<file path="src/rtl/instruction_loader_pkg.sv">
// Debug-unit constants shared by the instruction loader and its byte packer.
// Memory depth, terminating instruction and the loader state encoding.
package instruction_loader_pkg;

    localparam int unsigned DEPTH     = 32;
    localparam logic [31:0] HALT_WORD = 32'hFFFF_FFFF;

    typedef enum logic [1:0] {
        IDLE  = 2'd0,
        RECV  = 2'd1,
        WRITE = 2'd2,
        DONE  = 2'd3
    } state_e;

endpackage

</file>
<file path="src/rtl/instruction_loader_byte_packer.sv">
// Big-endian byte-to-word packer: shift register plus mod-4 byte counter.
// word_valid_o pulses combinationally with the byte that completes a word.
module instruction_loader_byte_packer (
    input  logic        clk,
    input  logic        rst,
    input  logic        clear_i,
    input  logic        byte_valid_i,
    input  logic [7:0]  byte_i,
    output logic [31:0] word_o,
    output logic        word_valid_o
);

    logic [31:0] shift_q;
    logic [1:0]  byte_cnt_q;

    // The word as it will look once this byte is shifted in; the first byte lands in [31:24].
    assign word_o       = {shift_q[23:0], byte_i};
    assign word_valid_o = byte_valid_i && (byte_cnt_q == 2'd3);

    // NOTE: non-blocking assignments make every flop update see pre-edge values, independent of block order.
    always_ff @(posedge clk or negedge rst) begin
        if (!rst) begin
            shift_q    <= '0;
            byte_cnt_q <= '0;
        end else if (clear_i) begin
            shift_q    <= '0;
            byte_cnt_q <= '0;
        end else if (byte_valid_i) begin
            shift_q    <= word_o;
            byte_cnt_q <= byte_cnt_q + 2'd1;
        end
    end

endmodule

</file>
<file path="src/rtl/instruction_loader.sv">
// Loads a UART byte stream into instruction memory as 32-bit words at addresses 0, 1, 2, ...
// Stops after writing HALT_WORD or the last address, then holds load_done until restarted.
module instruction_loader #(
    parameter int unsigned DEPTH     = instruction_loader_pkg::DEPTH,
    parameter logic [31:0] HALT_WORD = instruction_loader_pkg::HALT_WORD
) (
    input  logic        clk,
    input  logic        rst,
    input  logic        start,
    input  logic        rx_valid,
    input  logic [7:0]  rx_data,
    output logic        wr_instruction,
    output logic [31:0] data_instruction,
    output logic [31:0] inst_addr,
    output logic        loading,
    output logic        load_done,
    output logic        mem_full,
    output logic [5:0]  word_count
);

    import instruction_loader_pkg::*;

    state_e      state_q;
    logic        wr_q;
    logic [31:0] data_q;
    logic [31:0] addr_q;
    logic        loading_q;
    logic        load_done_q;
    logic        mem_full_q;
    logic [5:0]  word_count_q;

    logic        halt_hit;
    logic        last_addr;
    logic        restart;
    logic        byte_accept;
    logic [31:0] packed_word;
    logic        word_valid;

    assign halt_hit  = (data_q == HALT_WORD);
    assign last_addr = (addr_q == 32'(DEPTH - 1));
    assign restart   = start && ((state_q == IDLE) || (state_q == DONE));

    // A byte arriving during WRITE starts the next word, unless this write ends the load.
    assign byte_accept = rx_valid &&
                         ((state_q == RECV) ||
                          ((state_q == WRITE) && !halt_hit && !last_addr));

    instruction_loader_byte_packer u_packer (
        .clk          (clk),
        .rst          (rst),
        .clear_i      (restart),
        .byte_valid_i (byte_accept),
        .byte_i       (rx_data),
        .word_o       (packed_word),
        .word_valid_o (word_valid)
    );

    always_ff @(posedge clk or negedge rst) begin
        if (!rst) begin
            state_q      <= IDLE;
            wr_q         <= 1'b0;
            data_q       <= '0;
            addr_q       <= '0;
            loading_q    <= 1'b0;
            load_done_q  <= 1'b0;
            mem_full_q   <= 1'b0;
            word_count_q <= '0;
        end else begin
            wr_q <= 1'b0;
            case (state_q)
                IDLE, DONE: begin
                    if (start) begin
                        state_q      <= RECV;
                        loading_q    <= 1'b1;
                        load_done_q  <= 1'b0;
                        addr_q       <= '0;
                        word_count_q <= '0;
                        mem_full_q   <= 1'b0;
                    end
                end
                RECV: begin
                    if (word_valid) begin
                        state_q <= WRITE;
                        wr_q    <= 1'b1;
                        data_q  <= packed_word;
                    end
                end
                WRITE: begin
                    word_count_q <= word_count_q + 6'd1;
                    if (halt_hit || last_addr) begin
                        state_q     <= DONE;
                        loading_q   <= 1'b0;
                        load_done_q <= 1'b1;
                        mem_full_q  <= !halt_hit;
                    end else begin
                        state_q <= RECV;
                        addr_q  <= addr_q + 32'd1;
                    end
                end
                default: state_q <= IDLE;
            endcase
        end
    end

    assign wr_instruction   = wr_q;
    assign data_instruction = data_q;
    assign inst_addr        = addr_q;
    assign loading          = loading_q;
    assign load_done        = load_done_q;
    assign mem_full         = mem_full_q;
    assign word_count       = word_count_q;

endmodule

</file>
<file path="config.mk">
export PLATFORM = sky130hd
export DESIGN_NAME = instruction_loader
export DESIGN_NICKNAME = d
export VERILOG_FILES = /design/src/rtl/instruction_loader_pkg.sv /design/src/rtl/instruction_loader_byte_packer.sv /design/src/rtl/instruction_loader.sv
export SDC_FILE = /design/constraint.sdc
export NUM_CORES = 1
export LEC_CHECK = 0
export ABC_CLOCK_PERIOD_IN_PS = 7050
export BUFFER_PORTS_ARGS = -buffer_cell sky130_fd_sc_hd__buf_2
export CAP_MARGIN = 15
export CORE_ASPECT_RATIO = 1.25
export CORE_MARGIN = 1.5
export CORE_UTILIZATION = 60
export CTS_BUF_LIST = sky130_fd_sc_hd__clkbuf_4 sky130_fd_sc_hd__clkbuf_8
export CTS_CLUSTER_SIZE = 8
export DETAILED_ROUTE_END_ITERATION = 6
export HOLD_SLACK_MARGIN = 0.1
export PLACE_DENSITY = 0.82
export SETUP_SLACK_MARGIN = 0.2
export SLEW_MARGIN = 20
export SYNTH_ARGS = -nofsm -noshare
export SYNTH_HDL_FRONTEND = slang
export SYNTH_SLANG_ARGS = --single-unit
</file>
<file path="constraint.sdc">
create_clock -name clk -period 7.05 [get_ports clk]
set_input_delay 1.41 -clock clk [delete_from_list [all_inputs] [get_ports clk]]
set_output_delay 1.41 -clock clk [all_outputs]
set_load 0.005 [all_outputs]
</file>
# Word level (Yosys, flattened, before mapping)
# Index checks and enable logic that the tools add are counted.
[word_totals]
regBits = 102
inputBits = 12
output_inout_bits = 74
elab_cells = 65
[classes]
n_addsub = 3
eq_ne = 10
n_mux = 23
n_reduce_logical = 19
[ops]
columns = ["operator", "count"]
rows = [
  ["two-way mux 32 bit", 2],
  ["one-hot mux 32 bit (2 select lines)", 1],
  ["two-way mux 24 bit", 2],
  ["adder 32 x 1 -> 32 bit, second input constant", 1],
  ["equality test 32 bit, second input constant", 1],
  ["equality test 32 x 5 -> 1 bit, second input constant", 1],
  ["one-hot mux 6 bit (2 select lines)", 1],
  ["two-way mux 2 bit", 5],
  ["two-way mux 1 bit", 7],
  ["adder 6 x 1 -> 6 bit, second input constant", 1],
  ["equality test 2 bit, second input constant", 3],
  ["two-way mux 6 bit", 1],
  ["one-hot mux 1 bit (2 select lines)", 3],
  ["one-hot mux 2 bit (3 select lines)", 1],
  ["AND reduction 2 bit", 3],
  ["AND reduction 3 bit", 2],
  ["logical AND 1 bit", 5],
  ["!= test 2 x 1 -> 1 bit, second input constant", 2],
  ["!= test 2 bit, second input constant", 2],
  ["nonzero test 2 bit", 2],
  ["logical OR 1 bit", 3],
  ["adder 2 x 1 -> 2 bit, second input constant", 1],
  ["equality test 2 x 1 -> 1 bit, second input constant", 1],
  ["zero test 1 bit", 2],
  ["other kinds (2)", 2],
]

# Depth between registers and ports, before layout
# Gate-level depths: netlist (run 1).
[logic_depth]
depth_word = 9
depth_mapped = 9
mapped_depth_nobuf = 8

# Cells and area by module
# Synthesis (run 1) repeated with hierarchy kept, for this count alone.
[hier_totals]
hier_cells = 519
hier_area_um2 = 5282.6
[by_module_without_submodules]
columns = ["module", "n_inst", "cells_per_inst", "area_each_um2", "seq_area_each_um2"]
rows = [
  ["instruction_loader", 1, 425, 4129.0, 1901.8],
  ["instruction_loader_byte_packer", 1, 94, 1153.6, 650.6],
]

# Worst setup path after synthesis (run 1)
# Ideal clock, no wire load.
[synth_timing]
path_type = "input to register"
startpoint = "input start"
endpoint = "register addr_q[15] (netlist: inst_addr[15])"
setup_time_ns = 0.078
t_arrival_ns = 2.760
required_ns = 6.972
path_slack_ns = 4.211
path_stages = 7
cell_sequence = "nand2b_1 clkbuf_1 o21ai_1 nor2_1 nand2_1 or4_1 a21oi_1"
[synth_via]
elab_chain_cells = 2
[synth_rtl]
columns = ["element", "line", "rtl"]
rows = [
  ["from (decl)", "instruction_loader.sv:9", "input logic start,"],
  ["!= test 2 bit (no line)", "n/a", ""],
  ["AND reduction 3 bit (no line)", "n/a", ""],
  ["to (signal assigned)", "instruction_loader.sv:97", "addr_q <= addr_q + 32'd1;"],
  ["to (decl)", "instruction_loader.sv:26", "logic [31:0] addr_q;"],
]
# No other way between the ends.
# A chain may end at the register's enable or synchronous reset.

# Final worst setup path (run 1)
[layout_timing]
startpoint = "register addr_q[26] (netlist: inst_addr[26])"
endpoint = "register addr_q[17] (netlist: inst_addr[17])"
[layout_via]
elab_chain_cells = 4
[layout_rtl]
columns = ["element", "line", "rtl"]
rows = [
  ["equality test 32 x 5 -> 1 bit", "instruction_loader.sv:40", "assign last_addr = (addr_q == 32'(DEPTH - 1));"],
  ["logical OR 1 bit", "instruction_loader.sv:90", "if (halt_hit || last_addr) begin"],
  ["!= test 2 bit (no line)", "n/a", ""],
  ["AND reduction 3 bit (no line)", "n/a", ""],
]
# No other way between the ends.

==> results of run 1 <==
-- metrics by stage --
stage	cells	utilization [%]
after floorplan	442	-
after global placement	605	67.9
after detailed placement	605	67.9
after CTS	621	70.3
after global routing	621	70.3
final	621	70.3
-- worst paths after layout --
kind | slack (ps) | startpoint | end
worst max-delay path | 4190 | inst_addr[26]$_DFFE_PN0P_ | inst_addr[17]$_DFFE_PN0P_
worst min register to register | 510 | u_packer.shift_q[17]$_DFFE_PN0P_ | data_instruction[25]$_DFFE_PN0P_
max in group asynchronous | 4870 | rst | u_packer.shift_q[17]$_DFFE_PN0P_
worst min-delay path | 510 | u_packer.shift_q[17]$_DFFE_PN0P_ | data_instruction[25]$_DFFE_PN0P_
min in group asynchronous | 930 | rst | inst_addr[7]$_DFFE_PN0P_
worst max register to register | 4190 | inst_addr[26]$_DFFE_PN0P_ | inst_addr[17]$_DFFE_PN0P_
-- metal layers --
| layer | vias to the layer above | track usage, % |
|---|---|---|
| li1 | 1776 | - |
| met1 | 1895 | 33.6 |
| met2 | 142 | 45.4 |
| met3 | 24 | 5.68 |
| met4 | 0 | 10.8 |
| met5 | - | 0 |
-- power by group through the flow --
| stage | Clock [uW] | Sequential (uW) | Combinational, uW |
|---|---|---|---|
| floorplan | 0 | 845 | 324 |
| global placement | 0 | 861 | 473 |
| detailed placement | 0 | 871 | 490 |
| CTS | 353 | 860 | 493 |
| finish | 348 | 858 | 485 |
| global route | 375 | 880 | 548 |
-- placed cells by master (no fill, tap or decap), types with 4 or more instances in the layout --
cell type,count
nor4_1,11
o21ai_1,4
or3_1,26
clkinvlp_4,4
buf_2,84
ha_1,5
nand2_1,25
dfrtp_1,102
xor2_1,4
inv_1,6
or4_1,6
a21oi_1,28
o21ai_0,20
clkbuf_8,10
and3_1,7
nor2_1,41
nand3_1,19
mux2i_1,26
buf_4,6
nand4_1,22
mux2_2,34
o21ai_2,5
-- layout make-up --
cell class	count	area [um^2]
Timing Repair Buffer	90	465
Multi-Input combinational cell	312	2100
Inverter	6	22.5
Clock inverter	6	47.5
Tap cell	95	119
Fill cell	598	2300
Sequential cell	102	2550
Clock buffer	10	138
-- sequential cells by signal, summed over array words and instances, names as in the netlist --
register,count
inst_addr,32
loading,1
wr_instruction,1
word_count,6
data_instruction,32
load_done,1
state_q,2
u_packer.byte_cnt_q,2
mem_full,1
u_packer.shift_q,24
-- cells by family (layout without fill, tap and decap cells) --
family | Yosys count | count (layout) | share of synthesized area (%)
muxes | 60 | 60 | 13.5
xor gates and xnor gates | 5 | 5 | 0.916
buffers and inverters | 28 | 112 | 2.90
and+or+nand+nor | 168 | 168 | 18.4
adders and majority gates | 5 | 5 | 1.31
AOI/OAI and AO/OA | 74 | 74 | 9.63
DFF | 102 | 102 | 53.4
-- cell usage after synthesis, drive strengths merged --
| cell | count |
|---|---|
| nand2b | 2 |
| nand3 | 19 |
| buf | 7 |
| inv | 6 |
| a22o | 2 |
| o31ai | 2 |
| o2bb2a | 1 |
| mux2i | 26 |
| a32o | 1 |
| xor2 | 4 |
| o41a | 1 |
| mux2 | 34 |
| ha | 5 |
| a32oi | 1 |
| a21oi | 31 |
| or4b | 1 |
| nand4 | 22 |
| a31oi | 1 |
| clkbuf | 15 |
| a21o | 1 |
| o2bb2ai | 2 |
| or3 | 26 |
| xnor2 | 1 |
| nand2 | 25 |
| nor2 | 42 |
| or4 | 7 |
| and2 | 3 |
| and4 | 2 |
| a21boi | 1 |
| nor3 | 1 |
| dfrtp | 102 |
| nor4 | 11 |
| o21ai | 29 |
| and3 | 7 |
| o211ai | 1 |
==> metrics.yaml, run 1 <==
status:
  status: "complete, no violations"
synthesis:
  ys_types: 43
  syn-num-nets: 459
  synth-seq-cells: 102
  yosysSeqAreaShare_pct: 53.4
  ys_top_cells_by_area: "dfrtp_1 (53%), mux2_2 (8.0%), mux2i_1 (5.4%)"
  yosysWarnings: 0
  yosys.area.top_type_share_pct: 53.4
  syn-cell-area_mm2: 0.00478
  yosysTopAreaCell: "dfrtp_1"
  syn_inst: 442
  avgSynthCellArea_um2: 10.8
setup_path:
  cp.arrival_ps: 3170
  cpLargestDelayFamily: "simple AND/OR/NAND/NOR gates"
  critPathBufInv: 1
  worstPathCellList: "or4_1 > or4_4 > a21boi_4 > buf_4 > o21ai_0 > a21oi_1"
  critPathMaxFanout: 44
  end_kind: "register"
  reg2reg_depth: 6
  crit_type: "reg2reg"
  critPathRequiredTime_ps: 7350
  critPathLaunchType: "register"
  slowest_delay_ps: 590
  crit_cells: 6
  slowest_stage: "or4_1"
floorplanning:
  fp.dieH_um: 103
  row_count: 36
  start_util_pct: 61.7
  die_w_um: 82.8
  core-area_mm2: 0.00775
  die_area_mm2: 0.00852
  ios: 86
sta:
  rsz0062_at_grt: "false"
  drv_slew: 0
  relSlewSlack_pct: 32.6
  fin_crit_sh_pct: 40.6
  worst_slew_pin_slew_ps: 1010
  hold_viol_final: 0
  fin_skew_ps: 10.3
  min_period_ps: 2860
  tns_ps: 0
  max_freq_mhz: 349
  setup_viol: 0
  timing.final.ws_setup_ps: 4190
  fin_worst_hold_slack_ps: 512
placed_design:
  dpl-instance-area_mm2: 0.00526
  gp_congestion: 0.900
  place_ws_ps: 3920
  io_buffers: 85
  hpwlAfterDp_um: 7270
power_and_ir_drop:
  p_total_uw: 1690
  power.leakage_uw: 0.00269
  p_comb_share_pct: 28.7
  cellInternalPower_uw: 1110
  clkPwrFrac_pct: 20.6
  netSwitchingFraction_pct: 34.1
  ir_worst_vdd_uv: 267
  seq_power_share_pct: 50.7
  p_per_area_mw_per_mm2: 311
  switchingPower_uw: 577
clock_tree:
  clock_path_buffers: 2
  cts_hold_buf: 0
  cts_resized: 0
  post_cts_buffers: 0
  htreeDepth: 3
  clock_latency_ps: 380
  cts_tree: "done"
  cts-root-buf: "clkbuf_8"
  path_clk_slew_ps: 90
  clock-sinks: 102
  cts_buffers: 9
global_route:
  grt_pass1_wl_um: 18000
  grt_usage_pct: 26.6
  grt_max_degree: 77
  grt_pass1_vias: 3663
  grt_overflow_total: 0
  antenna_found_initial: 0
route:
  drc: 0
  via_per_inst: 6.18
  drt_iter0_markers: 218
  wire_per_inst_um: 17.2
  top_layer: "met4"
  m1WireLength_um: 4470
  dr.pass1.iters: 5
  met3_length_um: 633
  via_count: 3837
  wirelength_um: 10700
  postRouteAntennaNets: 0
  met2_length_um: 5400
worst_hold_path:
  hold_path.class: "reg2reg"
  whs_path_depth: 1
flow_run:
  drv_cap: 0
cells_and_area:
  synthToLayoutAreaGrowth_pct: 13.9
  antenna_cells: 0
  drive_above_1_share_pct: 28.9
  nets: 538
  fin_area_mm2: 0.00544
(Power assumes the default switching activity.)
==> inputs of run 2 (changes only) <==
--- a/config.mk
+++ b/config.mk
@@ -5,17 +5,17 @@
 export SDC_FILE = /design/constraint.sdc
 export NUM_CORES = 1
 export LEC_CHECK = 0
-export ABC_CLOCK_PERIOD_IN_PS = 7050
+export ABC_CLOCK_PERIOD_IN_PS = 2400
 export BUFFER_PORTS_ARGS = -buffer_cell sky130_fd_sc_hd__buf_2
 export CAP_MARGIN = 15
 export CORE_ASPECT_RATIO = 1.25
 export CORE_MARGIN = 1.5
-export CORE_UTILIZATION = 60
+export CORE_UTILIZATION = 52
 export CTS_BUF_LIST = sky130_fd_sc_hd__clkbuf_4 sky130_fd_sc_hd__clkbuf_8
 export CTS_CLUSTER_SIZE = 8
 export DETAILED_ROUTE_END_ITERATION = 6
 export HOLD_SLACK_MARGIN = 0.1
-export PLACE_DENSITY = 0.82
+export PLACE_DENSITY = 0.75
 export SETUP_SLACK_MARGIN = 0.2
 export SLEW_MARGIN = 20
 export SYNTH_ARGS = -nofsm -noshare
==> constraint.sdc (replaced) <==
create_clock -name clk -period 2.4 [get_ports clk]
set_input_delay 0.48 -clock clk [delete_from_list [all_inputs] [get_ports clk]]
set_output_delay 0.48 -clock clk [all_outputs]
set_load 0.005 [all_outputs]
==> metrics.yaml, run 2 (same netlist as run 1, synthesis figures left out) <==
setup_path:
  rr_endpoint: "u_packer.byte_cnt_q[1]$_DFFE_PN0P_"
  critPathLaunchType: "register"
  crit_path_end: "u_packer.byte_cnt_q[1]$_DFFE_PN0P_"
  critPathMaxFanout: 13  # -70%
  r2r_start: "inst_addr[30]$_DFFE_PN0P_"
  critPathRequiredTime_ps: 2650  # -4700 ps
  reg2reg_setup_slack_ps: 30  # -4160 ps
  crit_path_start: "inst_addr[30]$_DFFE_PN0P_"
  cp.arrival_ps: 2630  # -540 ps
  end_kind: "register"
  reg2reg_depth: 7  # +1
  crit_type: "reg2reg"
route:
  wirelength_um: 13000  # +22%
  postRouteAntennaNets: 0  # unchanged
  dr.pass1.iters: 5  # unchanged
  drc: 0  # unchanged
  via_per_inst: 6.04  # -2.3%
  drt_iter0_markers: 274  # +26%
  wire_per_inst_um: 18.7  # +8.6%
  via_count: 4208  # +9.7%
cells_and_area:
  mostFrequentLayoutCell: "dfrtp_1"
  layout_common_cells: "dfrtp_1 (97), buf_2 (84), buf_4 (45)"
  drive_above_1_share_pct: 41.6  # +13 points
  post-route-util_pct: 70.9  # +0.64 points
  nets: 589  # +9.5%
  synthToLayoutAreaGrowth_pct: 30.5
  antenna_cells: 0  # unchanged
  stdcell_count: 697  # +12%
power_and_ir_drop:
  ir_worst_vdd_uv: 807  # +200%
  power.leakage_uw: 0.00304  # +13%
  p_per_area_mw_per_mm2: 851  # +170%
  p_total_uw: 5310  # +210%
sta:
  hold_viol_final: 0  # unchanged
  min_period_ps: 2370  # -490 ps
  max_freq_mhz: 421  # +21%
  drv_slew: 0  # unchanged
  setup_viol: 0  # unchanged
  rsz0062_at_grt: "true"
  fin_crit_sh_pct: 98.9  # +58 points
  relSlewSlack_pct: 50.4  # +18 points
  tns_ps: 0  # unchanged
  fin_skew_ps: 17.6  # +7.24 ps
  worst_slew_pin_slew_ps: 744  # -268 ps
  timing.final.ws_setup_ps: 25.2  # -4160 ps
global_route:
  grt_pass1_vias: 3940  # +7.6%
  grt_usage_pct: 26.3  # -0.35 points
  antenna_found_initial: 0  # unchanged
  grt_max_degree: 45  # -42%
  grt_overflow_total: 0  # unchanged
  grt_pass1_wl_um: 19400  # +7.5%
floorplanning:
  ios: 86  # unchanged
  fp.dieH_um: 110  # +7.2%
  die_area_mm2: 0.00978  # +15%
  die_w_um: 88.8  # +7.1%
  row_count: 38  # +5.6%
  start_util_pct: 54.4  # -7.4 points
  core-area_mm2: 0.00880  # +14%
worst_hold_path:
  whs_path_depth: 2  # +1
  hold_path.class: "in2reg"
clock_tree:
  clock-sinks: 102  # unchanged
  htreeDepth: 3  # unchanged
  cts-root-buf: "clkbuf_8"
  cts_tree: "done"
  path_clk_slew_ps: 110  # +20 ps
  clock_path_buffers: 2  # unchanged
  clock_latency_ps: 390  # about the same
  cts_buffers: 9  # unchanged
placed_design:
  io_buffers: 85  # unchanged
  gp_congestion: 0.954  # +5.9%
  place_ws_ps: 62.7  # -3860 ps
  place_inst: 667  # +10%
  hpwlAfterDp_um: 8200  # +13%
status:
  status: "complete, no violations"
flow_run:
  drv_cap: 0  # unchanged
-- run 2: cell types whose count changed in the layout (fill, tap and decap cells not counted), moves of 6 or more --
cell,change
o21ai_2,+6
a21oi_1,-6
o21ai_0,-7
a21oi_2,+6
buf_4,+39
nor4_1,-6
-- run 2: worst min-delay path by stage --
| stage | startpoint | endpoint | slack (ps) |
|---|---|---|---|
| global route | rx_data[7] | data_instruction[7]$_DFFE_PN0P_ | 320 |
| detailed placement | u_packer.shift_q[23]$_DFFE_PN0P_ | data_instruction[31]$_DFFE_PN0P_ | 500 |
| floorplan | rst | data_instruction[0]$_DFFE_PN0P_ | 180 |
| finish | rx_data[4] | data_instruction[4]$_DFFE_PN0P_ | 340 |
| global placement | u_packer.shift_q[23]$_DFFE_PN0P_ | data_instruction[31]$_DFFE_PN0P_ | 490 |
| CTS | rx_data[4] | data_instruction[4]$_DFFE_PN0P_ | 320 |
-- run 2: timing repair --
action,4_1_cts,5_1_grt
resized for setup,9,42
setup buffers,6,0
hold buffers,1,0
endpoints found under the hold margin,30,0
gates cloned,3,4
pin swaps,6,26
endpoints found under the setup margin,58,61
-- run 2: metrics by stage --
stage	cell area, um^2	hold WS, ps
after floorplan	4810	184
after global placement	5600	492
after detailed placement	5600	501
after CTS	5990	317
after global routing	6240	322
final	6240	336
-- run 2: report_power, final --
part / switching (uW) / internal, uW
registers: 367 / 2170
logic: 840 / 844
clock network: 656 / 433
total: 1860 / 3450
-- run 2: critical path, stage by stage (launching register included) --
cell     delay, ps
dfrtp_1        490
nor4_2         260
nand4_1        180
o41a_1         500
a32oi_4        330
buf_12         210
mux2i_1        220
nor2_1          60
-- run 2: layout make-up --
type / instances / area [um^2]
flip-flops and latches: 102 / 2560
fillers: 622 / 2560
multi-input cells: 312 / 2290
repair buffers: 141 / 1020
well taps: 120 / 150
clock buffers: 10 / 138
clock inverters: 6 / 61.3
inverters: 6 / 22.5
-- run 2: routing by layer --
| layer | track usage, % | part of all wire [%] | up-vias |
|---|---|---|---|
| met1 | 32.4 | 38 | 2068 |
| met2 | 44.2 | 52 | 213 |
| met4 | 11.6 | 3.2 | 0 |
| li1 | - | - | 1885 |
| met3 | 5.58 | 7.1 | 42 |
| met5 | 0 | 0 | - |
==> inputs of run 3 (changes only) <==
--- a/config.mk
+++ b/config.mk
@@ -5,12 +5,13 @@
 export SDC_FILE = /design/constraint.sdc
 export NUM_CORES = 1
 export LEC_CHECK = 0
+export ABC_AREA = 1
 export ABC_CLOCK_PERIOD_IN_PS = 2400
 export BUFFER_PORTS_ARGS = -buffer_cell sky130_fd_sc_hd__buf_2
 export CAP_MARGIN = 15
 export CORE_ASPECT_RATIO = 1.25
 export CORE_MARGIN = 1.5
-export CORE_UTILIZATION = 52
+export CORE_UTILIZATION = 53
 export CTS_BUF_LIST = sky130_fd_sc_hd__clkbuf_4 sky130_fd_sc_hd__clkbuf_8
 export CTS_CLUSTER_SIZE = 8
 export DETAILED_ROUTE_END_ITERATION = 6
==> metrics.yaml, run 3 <==
sta:
  max_freq_mhz: 502  # +19%
  relSlewSlack_pct: 37.8  # -13 points
  fin_skew_ps: 17.2  # -0.380 ps
  drv_slew: 0  # unchanged
  setup_viol: 0  # unchanged
  min_period_ps: 1990  # -383 ps
  tns_ps: 0  # unchanged
  hold_viol_final: 0  # unchanged
  rsz0062_at_grt: "false"
  fin_crit_sh_pct: 83.0  # -16 points
  worst_slew_pin_slew_ps: 933  # +189 ps
synthesis:
  ys_types: 34  # -21%
  yosysSeqAreaShare_pct: 46.2  # -7.2 points
  yosysTopAreaCell: "dfrtp_1"
  syn-cell-area_mm2: 0.00552  # +15%
  ys_async_sr_fraction_pct: 100  # unchanged
  synth_edf_count: 0  # unchanged
  synth-seq-cells: 102  # unchanged
  synth.top_cells.by_count: "nand2_1 (301), dfrtp_1 (102), nor2_1 (84)"
  avgSynthCellArea_um2: 7.68  # -29%
  yosysWarnings: 0  # unchanged
  syn-num-nets: 736  # +60%
  yosysMostFrequentCell: "nand2_1"
  syn_inst: 719  # +63%
  ys.flop_type: "dfrtp_1"
  ys_top_cells_by_area: "dfrtp_1 (46%), nand2_1 (20%), nor2_1 (5.7%)"
  yosys.area.top_type_share_pct: 46.2  # -7.2 points
floorplanning:
  core-area_mm2: 0.0101  # +15%
  fp.dieH_um: 117  # +6.3%
  die_w_um: 94.3  # +6.2%
  ios: 86  # unchanged
  die_area_mm2: 0.0110  # +13%
  row_count: 41  # +7.9%
  start_util_pct: 54.6  # +0.27 points
power_and_ir_drop:
  p_comb_share_pct: 33.0  # +1.3 points
  clkPwrFrac_pct: 20.2  # -0.3 points
  p_per_area_mw_per_mm2: 843  # -0.93%
  switchingPower_uw: 2150  # +16%
  power.leakage_uw: 0.00319  # +4.8%
  netSwitchingFraction_pct: 41.1  # +6.0 points
  seq_power_share_pct: 46.7  # -1.1 points
  ir_worst_vdd_uv: 588  # -27%
  cellInternalPower_uw: 3090  # -10%
route:
  postRouteAntennaNets: 0  # unchanged
  wire_per_inst_um: 14.2  # -24%
  via_count: 4895  # +16%
  drc: 0  # unchanged
  wirelength_um: 13200  # +1.3%
  drt_iter0_markers: 219  # -20%
  dr.pass1.iters: 5  # unchanged
  via_per_inst: 5.26  # -13%
global_route:
  antenna_found_initial: 0  # unchanged
  grt_max_degree: 63  # +40%
  grt_pass1_wl_um: 21800  # +13%
  grt_pass1_vias: 4725  # +20%
  grt_usage_pct: 25.2  # -1.0 points
  grt_overflow_total: 0  # unchanged
clock_tree:
  cts_tree: "done"
  clock_path_buffers: 2  # unchanged
  post_cts_buffers: 0  # -6
  cts-root-buf: "clkbuf_8"
  clock_latency_ps: 380  # about the same
  htreeDepth: 3  # unchanged
  path_clk_slew_ps: 110  # about the same
  cts_buffers: 9  # unchanged
  clock-sinks: 102  # unchanged
cells_and_area:
  register_area_mm2: 0.00255  # -0.24%
  mostFrequentLayoutCell: "nand2_1"
  layout_common_cells: "nand2_1 (300), dfrtp_1 (102), nor2_1 (84), buf_2 (84), inv_1 (36)"
  antenna_cells: 0  # unchanged
  multi_input_area_mm2: 0.00261  # +14%
  synthToLayoutAreaGrowth_pct: 12.6
  drive_above_1_share_pct: 20.4  # -21 points
  fin_area_mm2: 0.00622  # -0.34%
  fillers: 916  # +47%
  nets: 814  # +38%
setup_path:
  critPathRequiredTime_ps: 2720  # +70 ps
  critPathMaxFanout: 36  # +23
  critPathLaunchType: "register"
  cp.arrival_ps: 2310  # -320 ps
  crit_type: "reg2reg"
  end_kind: "register"
status:
  status: "complete, no violations"
placed_design:
  io_buffers: 85  # unchanged
  gp_congestion: 1.00  # +5.3%
  hpwlAfterDp_um: 9840  # +20%
  dpl-instance-area_mm2: 0.00602  # +7.4%
worst_hold_path:
  hold_path.class: "in2reg"
flow_run:
  drv_cap: 0  # unchanged
==> run 3: what timing repair did <==
item / 4_1_cts / 5_1_grt
hold buffers: 1 / 0
gates resized for setup: 0 / 0
hold endpoints to repair: 13 / 0
==> run 3: critical path, cell delays in order (launching register included) <==
cell     delay (ps)
dfrtp_1         400
inv_1            80
ha_1            340
inv_2            90
o21ai_4         330
nand2_8         220
inv_6           260
nand2_1         120
o21ai_2          80
==> run 3: final timing paths <==
| path | startpoint | endpoint | slack [ps] | cells past startpoint |
|---|---|---|---|---|
| setup / recovery | state_q[0]$_DFFE_PN0P_ | inst_addr[9]$_DFFE_PN0P_ | 410 | 8 |
| hold / removal | rx_data[0] | data_instruction[0]$_DFFE_PN0P_ | 330 | 3 |
| setup reg to reg | state_q[0]$_DFFE_PN0P_ | inst_addr[9]$_DFFE_PN0P_ | 410 | 8 |
| hold reg to reg | word_count[5]$_DFFE_PN0P_ | word_count[5]$_DFFE_PN0P_ | 470 | 1 |
| max in group asynchronous | rst | word_count[0]$_DFFE_PN0P_ | 1290 | 3 |
| min in group asynchronous | rst | inst_addr[10]$_DFFE_PN0P_ | 480 | 2 |
==> run 3: power groups by stage <==
stage	combinational [uW]	sequential [uW]	clock (uW)
floorplan	1330	2440	0
detailed placement	1740	2480	0
global route	1960	2500	1150
CTS	1760	2450	1070
global placement	1710	2460	0
finish	1730	2450	1060
==> run 3: cell families (layout without fill, tap and decap cells) <==
family                     count (synthesis)  count (layout)  synth area share (%)
adders and majority gates                  5               5                  1.13
buffers and inverters                     74             157                  6.55
xor gates and xnor gates                  23              23                  3.65
DFF                                      102             102                  46.2
AOI/OAI and AO/OA                         34              34                  3.92
and+or+nand+nor                          481             481                  38.5
==> run 3: routing by layer <==
metal / wire length (um) / GRT usage [%] / vias up
li1: - / - / 2425
met1: 5250 / 29.5 / 2323
met2: 7070 / 46.4 / 123
met3: 595 / 3.68 / 24
met4: 282 / 9.85 / 0
met5: 0 / 0 / -
==> run 3: per-stage QoR <==
| step | power (uW) | setup WS [ps] | instances | hold slack (ps) | utilization (%) |
|---|---|---|---|---|---|
| floorplan | 3770 | 761 | 719 | 184 | - |
| global placement | 4170 | 494 | 914 | 348 | 59.5 |
| detailed placement | 4220 | 403 | 914 | 355 | 59.5 |
| CTS | 5280 | 380 | 931 | 320 | 61.5 |
| global route | 5610 | 244 | 931 | 330 | 61.5 |
| finish | 5240 | 409 | 931 | 327 | 61.5 |
==> run 3: area by class of cell <==
cell class / count / area share [%]
Inverter: 47 / 2.92
Timing Repair Buffer: 94 / 8.41
Clock buffer: 9 / 1.99
Multi-Input combinational cell: 543 / 42.0
Tap cell: 129 / 2.60
Sequential cell: 102 / 41.1
Clock inverter: 7 / 1.05
